**src/rtl/mdu_pkg.sv**
```systemverilog
// Shared types for the multiply/divide unit: FSM states, MIPS op codes and
// the iteration-counter sizing helper.
package mdu_pkg;

  typedef enum logic [1:0] {
    ST_IDLE = 2'b00,
    ST_RUN  = 2'b01,
    ST_FIX  = 2'b10
  } mdu_state_t;

  typedef enum logic [1:0] {
    OP_MULT  = 2'b00,
    OP_MULTU = 2'b01,
    OP_DIV   = 2'b10,
    OP_DIVU  = 2'b11
  } mdu_op_t;

  // Counter must hold the value WIDTH itself, not just WIDTH-1.
  function automatic int unsigned cnt_width(input int unsigned w);
    return $clog2(w + 1);
  endfunction

endpackage

```
**src/rtl/mdu_negate.sv**
```systemverilog
// Conditional two's-complement: y = en ? -x : x. Used for operand magnitude
// and for the final sign fix of products, quotients and remainders.
module mdu_negate
  import mdu_pkg::*;
#(
  parameter int unsigned WIDTH = 32
) (
  input  logic             en_i,
  input  logic [WIDTH-1:0] x_i,
  output logic [WIDTH-1:0] y_o
);

  always_comb begin
    y_o = x_i;
    if (en_i) y_o = ~x_i + {{(WIDTH-1){1'b0}}, 1'b1};
  end

endmodule

```
**src/rtl/mdu_unit.sv**
```systemverilog
// Iterative multiply/divide unit owning HI/LO; shift-add multiply and
// restoring divide. DIV/DIVU are present only when MDU_UNIT_DIV_EN is defined.
module mdu_unit
  import mdu_pkg::*;
#(
  parameter int unsigned WIDTH = 32
) (
  input  logic             clk,
  input  logic             reset,
  input  logic             start_e,
  input  logic [1:0]       op_e,
  input  logic [WIDTH-1:0] srca_e,
  input  logic [WIDTH-1:0] srcb_e,
  input  logic             mthi_e,
  input  logic             mtlo_e,
  output logic [WIDTH-1:0] hi,
  output logic [WIDTH-1:0] lo,
  output logic             mult_done
);

  localparam int unsigned CW = cnt_width(WIDTH);

  mdu_state_t       state_q, state_d;
  logic [CW-1:0]    cnt_q, cnt_d;
  logic [WIDTH-1:0] acc_q, acc_d;   // product high half / partial remainder
  logic [WIDTH-1:0] low_q, low_d;   // multiplier shifting out / quotient shifting in
  logic [WIDTH-1:0] opb_q, opb_d;   // multiplicand / divisor magnitude
  logic             neg_res_q, neg_res_d;
  logic [WIDTH-1:0] hi_q, hi_d;
  logic [WIDTH-1:0] lo_q, lo_d;

  logic             is_signed;
  logic             sign_a, sign_b;
  logic             accept;
  logic [WIDTH-1:0] abs_a, abs_b;
  logic [WIDTH:0]   add_a, add_b, add_sum;
  logic [WIDTH:0]   mul_sum;
  logic [WIDTH-1:0] step_acc, step_low;
  logic [2*WIDTH-1:0] prod_fix;

  assign is_signed = (op_e == OP_MULT) || (op_e == OP_DIV);
  assign sign_a    = is_signed & srca_e[WIDTH-1];
  assign sign_b    = is_signed & srcb_e[WIDTH-1];

  mdu_negate #(.WIDTH(WIDTH)) u_abs_a (.en_i(sign_a), .x_i(srca_e), .y_o(abs_a));
  mdu_negate #(.WIDTH(WIDTH)) u_abs_b (.en_i(sign_b), .x_i(srcb_e), .y_o(abs_b));

  mdu_negate #(.WIDTH(2*WIDTH)) u_fix_prod (
    .en_i(neg_res_q),
    .x_i ({acc_q, low_q}),
    .y_o (prod_fix)
  );

`ifdef MDU_UNIT_DIV_EN
  logic             div_q, div_d;
  logic             neg_rem_q, neg_rem_d;
  logic             add_sub;
  logic             add_co;
  logic [WIDTH-1:0] quo_fix, rem_fix;

  assign accept = start_e;

  mdu_negate #(.WIDTH(WIDTH)) u_fix_quo (.en_i(neg_res_q), .x_i(low_q), .y_o(quo_fix));
  mdu_negate #(.WIDTH(WIDTH)) u_fix_rem (.en_i(neg_rem_q), .x_i(acc_q), .y_o(rem_fix));

  // One WIDTH+1 adder: mult adds the multiplicand, div trial-subtracts the divisor.
  always_comb begin
    add_a   = {1'b0, acc_q};
    add_b   = {1'b0, opb_q};
    add_sub = 1'b0;
    if (div_q) begin
      add_a   = {acc_q, low_q[WIDTH-1]};
      add_sub = 1'b1;
    end
  end

  assign {add_co, add_sum} = {1'b0, add_a}
                           + {1'b0, (add_sub ? ~add_b : add_b)}
                           + {{(WIDTH+1){1'b0}}, add_sub};
`else
  assign accept  = start_e & ~op_e[1];
  assign add_a   = {1'b0, acc_q};
  assign add_b   = {1'b0, opb_q};
  assign add_sum = add_a + add_b;
`endif

  always_comb begin
    mul_sum  = low_q[0] ? add_sum : {1'b0, acc_q};
    step_acc = mul_sum[WIDTH:1];
    step_low = {mul_sum[0], low_q[WIDTH-1:1]};
`ifdef MDU_UNIT_DIV_EN
    // Carry out of the trial subtraction means remainder >= divisor.
    if (div_q) begin
      step_acc = add_co ? add_sum[WIDTH-1:0] : add_a[WIDTH-1:0];
      step_low = {low_q[WIDTH-2:0], add_co};
    end
`endif
  end

  always_comb begin
    state_d   = state_q;
    cnt_d     = cnt_q;
    acc_d     = acc_q;
    low_d     = low_q;
    opb_d     = opb_q;
    neg_res_d = neg_res_q;
    hi_d      = hi_q;
    lo_d      = lo_q;
`ifdef MDU_UNIT_DIV_EN
    div_d     = div_q;
    neg_rem_d = neg_rem_q;
`endif
    unique case (state_q)
      ST_IDLE: begin
        if (accept) begin
          state_d   = ST_RUN;
          cnt_d     = CW'(WIDTH);
          acc_d     = '0;
          neg_res_d = sign_a ^ sign_b;
`ifdef MDU_UNIT_DIV_EN
          div_d     = op_e[1];
          neg_rem_d = sign_a;
          low_d     = op_e[1] ? abs_a : abs_b;
          opb_d     = op_e[1] ? abs_b : abs_a;
`else
          low_d     = abs_b;
          opb_d     = abs_a;
`endif
        end else begin
          if (mthi_e) hi_d = srca_e;
          if (mtlo_e) lo_d = srca_e;
        end
      end
      ST_RUN: begin
        acc_d = step_acc;
        low_d = step_low;
        cnt_d = cnt_q - CW'(1);
        if (cnt_q == CW'(1)) state_d = ST_FIX;
      end
      ST_FIX: begin
        {hi_d, lo_d} = prod_fix;
`ifdef MDU_UNIT_DIV_EN
        if (div_q) {hi_d, lo_d} = {rem_fix, quo_fix};
`endif
        state_d = ST_IDLE;
      end
      default: state_d = ST_IDLE;
    endcase
  end

  always_ff @(posedge clk) begin
    if (reset) begin
      state_q   <= ST_IDLE;
      cnt_q     <= '0;
      acc_q     <= '0;
      low_q     <= '0;
      opb_q     <= '0;
      neg_res_q <= 1'b0;
      hi_q      <= '0;
      lo_q      <= '0;
    end else begin
      state_q   <= state_d;
      cnt_q     <= cnt_d;
      acc_q     <= acc_d;
      low_q     <= low_d;
      opb_q     <= opb_d;
      neg_res_q <= neg_res_d;
      hi_q      <= hi_d;
      lo_q      <= lo_d;
    end
  end

`ifdef MDU_UNIT_DIV_EN
  always_ff @(posedge clk) begin
    if (reset) begin
      div_q     <= 1'b0;
      neg_rem_q <= 1'b0;
    end else begin
      div_q     <= div_d;
      neg_rem_q <= neg_rem_d;
    end
  end
`endif

  assign hi        = hi_q;
  assign lo        = lo_q;
  assign mult_done = (state_q == ST_IDLE);

endmodule

```
**config.mk**
```make
export PLATFORM = sky130hd
export DESIGN_NAME = mdu_unit
export DESIGN_NICKNAME = d
export VERILOG_FILES = /design/src/rtl/mdu_pkg.sv /design/src/rtl/mdu_negate.sv /design/src/rtl/mdu_unit.sv
export SDC_FILE = /design/constraint.sdc
export NUM_CORES = 1
export LEC_CHECK = 0
export BUFFER_PORTS_ARGS = -buffer_cell sky130_fd_sc_hd__buf_4
export CORE_MARGIN = 10
export CORE_UTILIZATION = 44
export DETAILED_ROUTE_END_ITERATION = 6
export SLEW_MARGIN = 20
export SYNTH_ARGS = -nofsm -noshare
export SYNTH_HDL_FRONTEND = slang
export SYNTH_SLANG_ARGS = --single-unit
```
**constraint.sdc**
```tcl
create_clock -name clk -period 3.6 [get_ports clk]
set_input_delay 0 -clock clk [delete_from_list [all_inputs] [get_ports clk]]
set_output_delay 0 -clock clk [all_outputs]
set_load 0.01 [all_outputs]
```
==> run summary, run 1 <==
The analysis attributes to cell leakage a power of 5.239 nW. The I/O pin total was 136. The tools report the worst min-delay path startpoint as srca_e[5].

For this configuration, the core starts out at a cell density of 45.08%. The flow ran to the end, and the final reports show no timing, DRC or antenna violations. The detail route stage leaves a number of antenna-violating nets equal to 0.

The average cell area after synthesis was 7.756 um2. Once the clock tree was built, the setup fixing pass inserted 0 buffers. The run gives 2350 as the number of filler instances in the final layout. The detailed router finished its first iteration with 1257 violations.

After clock tree synthesis, the flow added hold-fix buffers numbering 67. The completed layout was analyzed and its total power is 5.104 mW. Leading register cell type out of synthesis: sky130_fd_sc_hd__dfxtp_1.

At the placement stage, the worst setup path has a slack of 0.4639 ns. During synthesis, Yosys emitted a total of 0 warnings. The worst hold-check slack is 0.01620 ns, and the total CTS buffers is 17. The run gives 0.42 ns as the worst-case register-to-register setup slack. The worst pin sits at a relative slew slack of 27.16%. The tools report the via count of the first global-routing pass as 11220.

The logs give 2 for the buffer levels on the longest clock path and 24530 um2 for the area of the core region. For the die area, the log shows 31880 um2. The net count of the finished layout is 1696. The first global-routing pass estimated 65.16 mm of wire.

The total length of routed wires was 42.37 mm. In this run the core area contains 57 standard-cell rows. After synthesis, the share of flip-flops with an asynchronous set or reset is 0%. Count of different cell masters after synthesis: 71.

The worst-case IR drop observed on VDD is 0.3379 mV. Post-CTS repair changed the size of 0 cells. The synthesized net count came out at 1535.

The area taken by multi-input logic gates came out at 7216 um2. Final setup skew: 0.01481 ns. The run gives 0.44 ns as the source-to-sink clock delay at the later pin of the worst-skew pair. Critical setup path kind: in -> reg. The actual transition at the worst max-transition pin came out at 1.093 ns. TritonCTS built the clock tree.

In this run the power density over the cells is 373.0 nW/um2. The class of the worst hold path was in -> reg. The worst setup slack after layout came out at 0.3184 ns. Traced cell by cell, the critical path runs through dlygate4sd3_1 > buf_4 > or3_1 > nor4_1 > nand2_1 > nor2_1 > nand3b_1 > nor4_1 > mux2i_1 > dlygate4sd3_1 > o21ai_0. The run gives 0 as the max-slew violation count. By area the synthesized netlist is led by sky130_fd_sc_hd__dfxtp_1 (31%), sky130_fd_sc_hd__nor2_1 (6.0%), sky130_fd_sc_hd__a21oi_1 (5.2%), sky130_fd_sc_hd__xnor2_1 (5.1%), sky130_fd_sc_hd__xor2_1 (4.9%). Leaving out filler cells and counting taps, the final layout contains 1924. The cell sitting at the root of the clock tree is a sky130_fd_sc_hd__clkbuf_16.

In this run the critical register-to-register path is launched from acc_q[0]$_SDFFE_PP0P_. With fillers left out, the area of the finished cells amounts to 13690 um2. Dividing the detail-routed wire length by the instance count gives 22.02 um. Global routing used 26.05% of the available tracks. For the reported max-cap violation count, the log shows 0.

H-tree depth reported by CTS: 4. For the worst setup path, the data required time is 3.88 ns. Setup violations remaining at the end of the flow were counted as 0.

The top cell family by delay on the critical path is simple AND/OR/NAND/NOR gates. The hold-critical path depth is 3. The height of the chip came out at 178.6 um. For this design, the slowest cell found on the critical path is sky130_fd_sc_hd__dlygate4sd3_1. The top-area cell type share of the netlist area was 30.59%; the synthesis-to-finish area growth was 23.73%. The number of vias in the routed layout is 11790, and the routability congestion estimate from global placement is 0.9069.

The area of all sequential standard cells was 3385 um2; the number of flops mapped to enable cells by yosys was 0. Setup repair after global routing left no endpoint under its margin. Remaining global-route overflow: 0. Of the cells placed in the final design, the portion with a size suffix greater than 1 is 14.70%. The part of the Yosys area used for sequential elements was 30.59%. The worst setup path is launched from an input pin.

After clock tree synthesis, the clock-pin slew on the worst setup and hold paths is 0.07 ns. The flip-flop and latch count after synthesis works out to 169. Together, buffers and inverters on the worst path number 3. After detailed routing, the number of vias per cell comes to 6.126. The largest net degree at the start of global routing is 78. The total count of hold-check failures in the final report was 0. The worst path uses 91.16% of the clock period. The worst register-to-register path ends at acc_q[23]$_SDFFE_PP0P_. The instance area after placement was 12450 um2; the highest net fanout along the worst path was 6. The run gives 0 ns as the total negative setup slack. The run gives 0 as the DRC violations left.

For the worst setup path, the data arrival time is 3.56 ns. Number of antenna violations at the first check in global routing: 0. In this design, the stage delay of the slowest critical-path cell is 0.56 ns. From left edge to right edge, the die measures 178.6 um. The logs give 11060 um2 for the post-synthesis cell area and 55.78% for the final design utilization.

The logs give 304.7 MHz for the fmax and 31.29 mm for the post-detailed-placement half-perimeter wirelength. Synthesis produced 1426 cells. Kind of end point of the critical path: a flop. The count of port buffers added during placement is 135. The worst register-to-register path has a depth of 11. The worst hold path terminates at opb_q[5]$_SDFFE_PP0P_. The tree built by TritonCTS fans out to 169 sinks. The first-pass iteration count of the detailed router was 6; the minimum clock period after layout was 3.282 ns. Including well taps, the total number of placed cells is 1825.

The dominant cell type by area after synthesis is sky130_fd_sc_hd__dfxtp_1.
==> Yosys cell counts, types with 25 or more instances <==
library cell / number
sky130_fd_sc_hd__dfxtp_1: 169
sky130_fd_sc_hd__a211oi_1: 55
sky130_fd_sc_hd__o21ai_0: 94
sky130_fd_sc_hd__xnor2_1: 64
sky130_fd_sc_hd__or4_1: 25
sky130_fd_sc_hd__ha_1: 37
sky130_fd_sc_hd__xor2_1: 62
sky130_fd_sc_hd__nor3_1: 30
sky130_fd_sc_hd__nand2_1: 100
sky130_fd_sc_hd__nor2_1: 177
sky130_fd_sc_hd__a22oi_1: 41
sky130_fd_sc_hd__a21oi_1: 116
sky130_fd_sc_hd__clkbuf_1: 94
==> layout by cell type (no fill, tap or decap), types with 8 or more instances in the layout <==
cell | netlist | layout
sky130_fd_sc_hd__nor3_1 | 30 | 28
sky130_fd_sc_hd__o22ai_1 | 21 | 21
sky130_fd_sc_hd__xor2_1 | 62 | 62
sky130_fd_sc_hd__ha_1 | 37 | 37
sky130_fd_sc_hd__a21o_1 | 18 | 18
sky130_fd_sc_hd__inv_1 | 24 | 24
sky130_fd_sc_hd__o21ai_0 | 94 | 94
sky130_fd_sc_hd__nor2b_1 | 10 | 8
sky130_fd_sc_hd__o21bai_1 | 9 | 8
sky130_fd_sc_hd__nor4_1 | 20 | 20
sky130_fd_sc_hd__clkbuf_16 | 0 | 17
sky130_fd_sc_hd__o41ai_1 | 21 | 21
sky130_fd_sc_hd__dlygate4sd3_1 | 0 | 67
sky130_fd_sc_hd__or3_1 | 15 | 15
sky130_fd_sc_hd__nand2b_1 | 11 | 11
sky130_fd_sc_hd__xnor2_1 | 64 | 64
sky130_fd_sc_hd__a211oi_1 | 55 | 55
sky130_fd_sc_hd__a31oi_1 | 18 | 18
sky130_fd_sc_hd__or4_1 | 25 | 25
sky130_fd_sc_hd__o31ai_1 | 24 | 24
sky130_fd_sc_hd__a22oi_1 | 41 | 41
sky130_fd_sc_hd__buf_4 | 0 | 177
sky130_fd_sc_hd__nor2_1 | 177 | 176
sky130_fd_sc_hd__nand4_1 | 9 | 9
sky130_fd_sc_hd__dfxtp_1 | 169 | 168
sky130_fd_sc_hd__or2_2 | 8 | 8
sky130_fd_sc_hd__nand2_1 | 100 | 100
sky130_fd_sc_hd__mux2i_1 | 12 | 12
sky130_fd_sc_hd__nand3_1 | 22 | 22
sky130_fd_sc_hd__a21oi_1 | 116 | 116
==> state kept, by name (all words and copies together) (netlist names) <==
signal and count:
acc_q 32, cnt_q 6, hi 32, lo 32, low_q 32, neg_res_q 1, opb_q 32, state_q 2
==> worst register-to-register path: cells and delay by family (launching register included) <==
kind	cells	cell delay (ns)
xor gates and xnor gates	1	0.16
DFF	1	0.43
AOI/OAI and AO/OA	5	1.44
and+or+nand+nor	2	0.44
buffers and inverters	1	0.06
adders and majority gates	2	0.58
==> how the worst max path moves through the flow <==
stage / startpoint / to / slack, ns / depth (start not counted)
finish: srcb_e[4] / low_q[27]$_SDFFE_PP0P_ / 0.32 / 11
CTS: srcb_e[4] / low_q[27]$_SDFFE_PP0P_ / 0.35 / 11
global route: acc_q[0]$_SDFFE_PP0P_ / acc_q[23]$_SDFFE_PP0P_ / 0.07 / 11
global placement: acc_q[0]$_SDFFE_PP0P_ / acc_q[23]$_SDFFE_PP0P_ / 0.51 / 11
floorplan: acc_q[14]$_SDFFE_PP0P_ / hi[31]$_SDFFE_PP0P_ / 0.62 / 9
detailed placement: acc_q[0]$_SDFFE_PP0P_ / acc_q[31]$_SDFFE_PP0P_ / 0.46 / 10
==> layout make-up <==
| class | count | area share [%] |
|---|---|---|
| clock buffer | 18 | 3.136 |
| multi-input combinational | 1129 | 52.72 |
| inverter | 25 | 0.6857 |
| timing repair buffer | 245 | 14.76 |
| antenna | 1 | 0.01828 |
| sequential | 169 | 24.73 |
| tap | 324 | 2.962 |
| clock inverter | 13 | 0.9874 |
==> layer usage <==
layer | routed length (um) | share of wire (%) | global-route usage, %
met1 | 18520 | 44 | 33.92
met2 | 19960 | 47 | 43.06
met3 | 2678 | 6.3 | 3.805
met4 | 1206 | 2.8 | 8.991
met5 | 0 | 0 | 0
==> where the power goes <==
group	switching, mW	internal, mW	total, mW
combinational	0.690	0.464	1.15
clock	0.874	0.974	1.85
sequential	0.116	1.99	2.10
==> cell families after synthesis <==
kind of cell	Yosys count	synth area share (%)
muxes	15	1.391
adders and majority gates	38	4.366
xor gates and xnor gates	126	9.977
DFF	169	30.59
AOI/OAI and AO/OA	501	30.15
buffers and inverters	128	4.412
and+or+nand+nor	449	19.12
Note: power is estimated with default switching activity, not from simulation.
==> inputs of run 2 (changes only) <==
SETUP_SLACK_MARGIN = 0.5   (was default)
==> run summary, run 2 (synthesized netlist as in run 1, its figures left out) <==
Post-detailed-placement half-perimeter wirelength: 31.29 mm. Setup repair after global routing left no endpoint under its margin. For this block, the initial DRC count from the detailed router was 1245. The static leakage is 5.270 nW, and the actual transition at the worst max-transition pin is 1.091 ns.

The via count of the first global-routing pass is 11200, and the remaining global-route overflow is 0. The run gives 31880 um2 as the die area. The tools report the part of the total power dissipated in combinational logic as 23.0%. After clock tree synthesis, the clock-pin slew on the worst setup and hold paths is 0.07 ns.

The setup check on the worst reg-to-reg path leaves a slack of 0.63 ns. Internal power: 3.443 mW. The tools report the kind of end point of the critical path as a flop. The area taken by multi-input logic gates was 7320 um2; the number of vias in the routed layout was 11820. Adding up every negative setup slack in the final design gives 0 ns. The I/O pin total came out at 136. In this run the clock root is driven by a sky130_fd_sc_hd__clkbuf_16. TritonCTS created 17 clock buffers. The run gives 43.03% as the met2 layer usage reported by global route. The post-route netlist has 16.18% of its cells at a drive strength greater than 1. Entering global routing, the biggest net connects 78 pins. The layer flagged by global routing as most heavily used is met2. Derived from the worst setup path, the maximum achievable clock frequency is 337.1 MHz. The logs give 2340 for the number of filler instances in the final layout and 3.32 ns for the worst endpoint data arrival time.

For the worst-skew pair, the clock arrives at the later sink with an insertion delay of 0.44 ns. The final number of setup-violating endpoints was 0. In the final layout, flip-flops and latches occupy 3392 um2. Max-cap violations in this run came to 0. In this run, the clock network consumes 36.0% of the power. The pre-antenna-repair detailed-routing pass consisted of 7 iterations. After floorplanning, the core was divided into 57 placement rows. The starting utilization of the core area came out at 45.08%. Sequential fraction of design power: 41.0%.

Class of the worst hold path: in -> reg. The area of the core region is 24530 um2. For this run, the total global-route usage over all layers was measured as 26.07%. The wire length of the first global-routing pass came out at 65.16 mm.

The tools report the count of clock tree sinks as 169. In the finished design, the share of the clock period the worst path needs comes to 82.40%. Net load switching power: 1.693 mW. Subtracting the final worst setup slack from the clock period gives 2.966 ns.

The power density of the placed cells was 371.9 nW/um2. At the worst endpoint, the required time is 3.95 ns. The logs give 0.3377 mV for the worst-case vdd ir drop and 0 for the count of nets left with antenna violations after detail routing. In the routed design, unresolved DRC markers number 0. The net count of the finished layout is 1698. The logs give 42.51 mm for the total length of routed wires and 0.01302 ns for the final setup skew.

In this run the worst path has a maximum fanout of 5. The most common library cell in the layout ignoring fill and taps was sky130_fd_sc_hd__buf_4. The design draws 5.136 mW. The die is 178.6 um wide. Measured against its own limit, the worst slew margin works out to 27.26%. The congestion estimate from routability-driven global placement came to 0.9069. TritonCTS built the clock tree. The synthesis-to-finish area growth is 24.88%. Dividing the detail-routed wire length by the instance count gives 22.07 um. The run gives 0 as the number of antenna violations at the first check in global routing.

The longest clock path from root to sink contains 2 buffers. In this run the vertical extent of the chip is 178.6 um. For the total count of hold-check failures in the final report, the log shows 0.

Count of port buffers added during placement: 135. Global routing used 3.911% of the available met3 tracks. H-tree depth reported by CTS: 4.

The run finished with clean final reports. By startpoint and endpoint, the worst setup path is classified as reg -> reg. The number of vias per cell after detailed routing was 6.134; the max-slew violation count was 0. For met1 alone, demand over resource in global routing was 33.96%.

In the layout the commonest cells are sky130_fd_sc_hd__buf_4 (180), sky130_fd_sc_hd__nor2_1 (175), sky130_fd_sc_hd__dfxtp_1 (164), sky130_fd_sc_hd__a21oi_1 (116), sky130_fd_sc_hd__nand2_1 (100). Nature of the critical path startpoint: a flop. The switching power share of the total works out to 32.96%.
run 2: layout make-up:
class                      instances  area share, %
clock buffer                      18          3.107
tap                              324          2.935
sequential                       169          24.56
multi-input combinational       1129          52.99
clock inverter                    13         0.9784
inverter                          25         0.6794
antenna                            1        0.01812
timing repair buffer             247          14.73
run 2: power by group through the flow:
stage               clock network, mW  logic, mW  registers [mW]
finish                           1.85       1.18            2.10
global placement                    0       1.08            2.14
global route                     1.93       1.29            2.12
floorplan                           0      0.633            2.12
detailed placement                  0       1.08            2.14
CTS                              1.86       1.15            2.10
run 2: final timing paths:
kind / from / end / depth (start not counted)
min: srca_e[17] / opb_q[17]$_SDFFE_PP0P_ / 3
max: acc_q[17]$_SDFFE_PP0P_ / hi[31]$_SDFFE_PP0P_ / 8
min reg2reg: lo[2]$_SDFFE_PP0P_ / lo[2]$_SDFFE_PP0P_ / 2
max reg2reg: acc_q[17]$_SDFFE_PP0P_ / hi[31]$_SDFFE_PP0P_ / 8
run 2: stage by stage:
step	cells	hold slack, ns	util, %	worst slack [ns]	area [um2]
floorplan	1426	0.1316	-	0.6240	11060
global placement	1825	0.2789	50.74	0.5066	12450
detailed placement	1825	0.2914	50.74	0.4639	12450
CTS	1922	0.002765	55.79	0.5174	13690
global route	1925	0.03028	56.29	0.5034	13810
finish	1926	0.01564	56.30	0.6335	13810
run 2: worst max-delay path, cell delays in order, from the launching register on:
cell and delay [ns]:
sky130_fd_sc_hd__dfxtp_1 0.31, sky130_fd_sc_hd__or3_4 0.40, sky130_fd_sc_hd__or4_4 0.51, sky130_fd_sc_hd__or4_4 0.44, sky130_fd_sc_hd__or4_4 0.61, sky130_fd_sc_hd__o41ai_4 0.23
sky130_fd_sc_hd__xnor2_1 0.15, sky130_fd_sc_hd__nor2_1 0.05, sky130_fd_sc_hd__nor4_1 0.18
run 2: repair_timing:
action,CTS,global route
setup buffers,0,3
endpoints found under the setup margin,5,27
resized for setup,3,24
hold buffers,66,0
pin swaps,0,4
endpoints found under the hold margin,76,0
run 2: routing by layer:
metal | share of wire, % | routed length (um)
met5 | 0 | 0
met2 | 47 | 20110
met3 | 6.5 | 2752
met1 | 44 | 18500
met4 | 2.7 | 1143
==> inputs of run 3 (changes only) <==
PLACE_DENSITY = 0.66   (was default)
clock period = 2.5 ns   (was 3.6 ns; I/O delays follow)
==> run summary, run 3 (synthesized netlist as in run 1, its figures left out) <==
The overall power consumption was 8.543 mW; the number of antenna violations at the first check in global routing was 0. After the first detailed-routing iteration, the DRC count stood at 1589. The post-detailed-route wirelength per cell was 22.95 um. The run gives 0 as the reported max-cap violation count.

In this run the power spent charging and discharging nets is 2.819 mW. The DRC violations left is 1, and the actual transition at the worst max-transition pin is 1.003 ns. The clock transition time at the flip-flop clock pins of the worst setup and hold paths works out to 0.07 ns.

The final net count was 1862. Launch point of the critical path: acc_q[14]$_SDFFE_PP0P_. After routing, the total negative slack on setup checks comes to -7.784 ns.

The required time of the worst setup path is 2.85 ns. The switching power share of the total is 33.00%, and the relative max-transition margin is 33.10%. The worst-case vdd ir drop was 0.3805 mV; the final setup skew was 0.01638 ns. The cell depth of the worst flop-to-flop path was 7. Dividing total power by cell area gives a power density of 501.2 nW/um2.

TritonCTS built the clock tree. Setup violations remaining at the end of the flow were counted as 47. The worst setup slack after layout was -0.4691 ns; the die area was 31880 um2. The static leakage is 6.533 nW.

Of the total power, registers draw 35.2%. Using the TritonRoute via totals, the vias-per-cell ratio works out to 6.290. The worst endpoint data arrival time is 3.32 ns. Detailed routing inserted a total of 13140 vias. The clock network fraction of design power came out at 33.7%. In this run the deepest clock path goes through 2 buffers. The number of antenna diodes in the final layout is 0. Wires add up to 47.95 mm. The first-pass iteration count of the detailed router was 7. The share of post-route cells with drive strength above 1 is 37.11%.

Counting I/O delays and the setup requirement, the final critical path takes 2.969 ns. The count of port buffers added during placement is 135. The cell row count was 57. The run finished, with violations left. At the end of routability-driven placement, the weighted congestion stood at 0.8955. The clock drives 169 sinks.

The endpoint of the worst register-to-register path was hi[27]$_SDFFE_PP0P_. Measured along the x axis, the die boundary spans 178.6 um. The clock reaches the later pin of the worst-skew pair after 0.45 ns.

The critical path endpoint is hi[27]$_SDFFE_PP0P_. Along the worst path, the maximum fanout reaches 5. Global routing finished with a remaining overflow of 0.

The checks that failed: DRC, setup timing. The area of the core region was 24530 um2; the part of the total power dissipated in combinational logic was 31.1%. Leaving out fill and tap cells, the most frequent cell in the layout is sky130_fd_sc_hd__buf_4.

After layout, the worst path uses 118.8% of the clock period. STA classifies the critical path startpoint as a flop. The internal portion of the total power is 5.723 mW.

For this configuration, the core starts out at a cell density of 45.08%. TritonCTS created 17 clock buffers. Worst flop-to-flop path startpoint: acc_q[14]$_SDFFE_PP0P_.

The via count of the first global-routing pass is 12460, and the height of the chip is 178.6 um. The logs give 33.05 mm for the post-detailed-placement half-perimeter wirelength and 4 for the H-tree depth reported by CTS. The class of the worst hold path was in -> reg. The top cell types in the final layout, fill and taps aside, are sky130_fd_sc_hd__buf_4 (301), sky130_fd_sc_hd__nor2_1 (168), sky130_fd_sc_hd__dfxtp_1 (146), sky130_fd_sc_hd__a21oi_1 (94), sky130_fd_sc_hd__nand2_1 (89). The worst register-to-register path has a setup slack of -0.47 ns. The worst hold-check slack is 0.0002487 ns, and the global-route usage over all layers is 27.90%.

The master cell of the clock root buffer was sky130_fd_sc_hd__clkbuf_16. Setup repair after global routing could not meet its margin everywhere. The synthesis-to-finish area growth was 54.11%; the largest net degree at the start of global routing was 68. The critical path is of the reg -> reg type. The wire length of the first global-routing pass came out at 70.19 mm.

The max-slew violation count was 0. The tools report the kind of end point of the critical path as a flop. Derived from the worst setup path, the maximum achievable clock frequency is 336.8 MHz. The detail route stage leaves a number of antenna-violating nets equal to 0. 136 I/O pins were placed. The tools report the total count of hold-check failures in the final report as 0.
==> run 3: cell types whose count changed in the layout (fill, tap and decap cells not counted), sizes merged <==
| cell | before | now |
|---|---|---|
| dlygate4sd3 | 65 | 60 |
| inv | 32 | 27 |
| clkbuf | 18 | 20 |
| diode | 1 | 0 |
| clkinv | 4 | 5 |
| bufinv | 1 | 3 |
| buf | 181 | 350 |
==> run 3: how the worst min path moves through the flow <==
stage                     slack (ns)  depth (start not counted)        from                endpoint
after floorplan                 0.13                          2   srca_e[0]   opb_q[0]$_SDFFE_PP0P_
after global placement          0.31                          3  srcb_e[12]  low_q[12]$_SDFFE_PP0P_
after detailed placement        0.31                          3   srca_e[0]   opb_q[0]$_SDFFE_PP0P_
after CTS                      0.004                          2       reset      hi[7]$_SDFFE_PP0P_
after global routing            0.01                          3   srca_e[3]   opb_q[3]$_SDFFE_PP0P_
final                         0.0002                          3   srca_e[3]   opb_q[3]$_SDFFE_PP0P_
==> run 3: layout make-up <==
type | instances | area [um2]
clock buffer | 20 | 466.7
clock inverter | 11 | 161.4
fill | 1887 | 7488
inverter | 25 | 95.09
multi-input combinational | 1129 | 9037
sequential | 169 | 3422
tap | 324 | 405.4
timing repair buffer | 411 | 3457
==> run 3: what timing repair did <==
| action | CTS | global route |
|---|---|---|
| cloned | 0 | 0 |
| buffers inserted | 27 | 29 |
| pin swaps | 83 | 109 |
| endpoints found under the setup margin | 89 | 109 |
| hold endpoints to repair | 77 | 0 |
| hold buffers | 61 | 0 |
| resized for setup | 163 | 138 |
==> run 3: worst max-delay path, stage by stage (launching register included) <==
cell and delay, ns:
sky130_fd_sc_hd__dfxtp_2 0.32, sky130_fd_sc_hd__or3_4 0.38, sky130_fd_sc_hd__or4_4 0.48, sky130_fd_sc_hd__or4_4 0.43, sky130_fd_sc_hd__or4_4 0.61, sky130_fd_sc_hd__o311ai_2 0.27
sky130_fd_sc_hd__o41ai_1 0.12, sky130_fd_sc_hd__a221oi_1 0.26
==> run 3: layer usage <==
metal	part of all wire (%)	track usage (%)	vias to the layer above
li1	-	-	5948
met1	39	33.89	6314
met2	48	46.48	723
met3	8.7	6.258	154
met4	4.4	11.95	0
met5	0	0	-
==> run 3: stage by stage <==
step	cell area (um2)	setup slack [ns]	util, %	cells
floorplan	11610	-0.4754	-	1426
global route	17050	-0.5653	69.48	2089
detailed placement	13820	-0.4316	56.34	1941
CTS	16100	-0.4176	65.62	2060
finish	17050	-0.4691	69.48	2089
global placement	13820	-0.3647	56.33	1941
==> run 3: power groups by stage <==
stage,logic (mW),clock network (mW),registers [mW]
floorplan,1.05,0,3.07
global placement,1.89,0,3.04
detailed placement,1.92,0,3.05
CTS,2.30,2.87,2.99
global route,2.79,2.99,3.02
finish,2.65,2.88,3.01
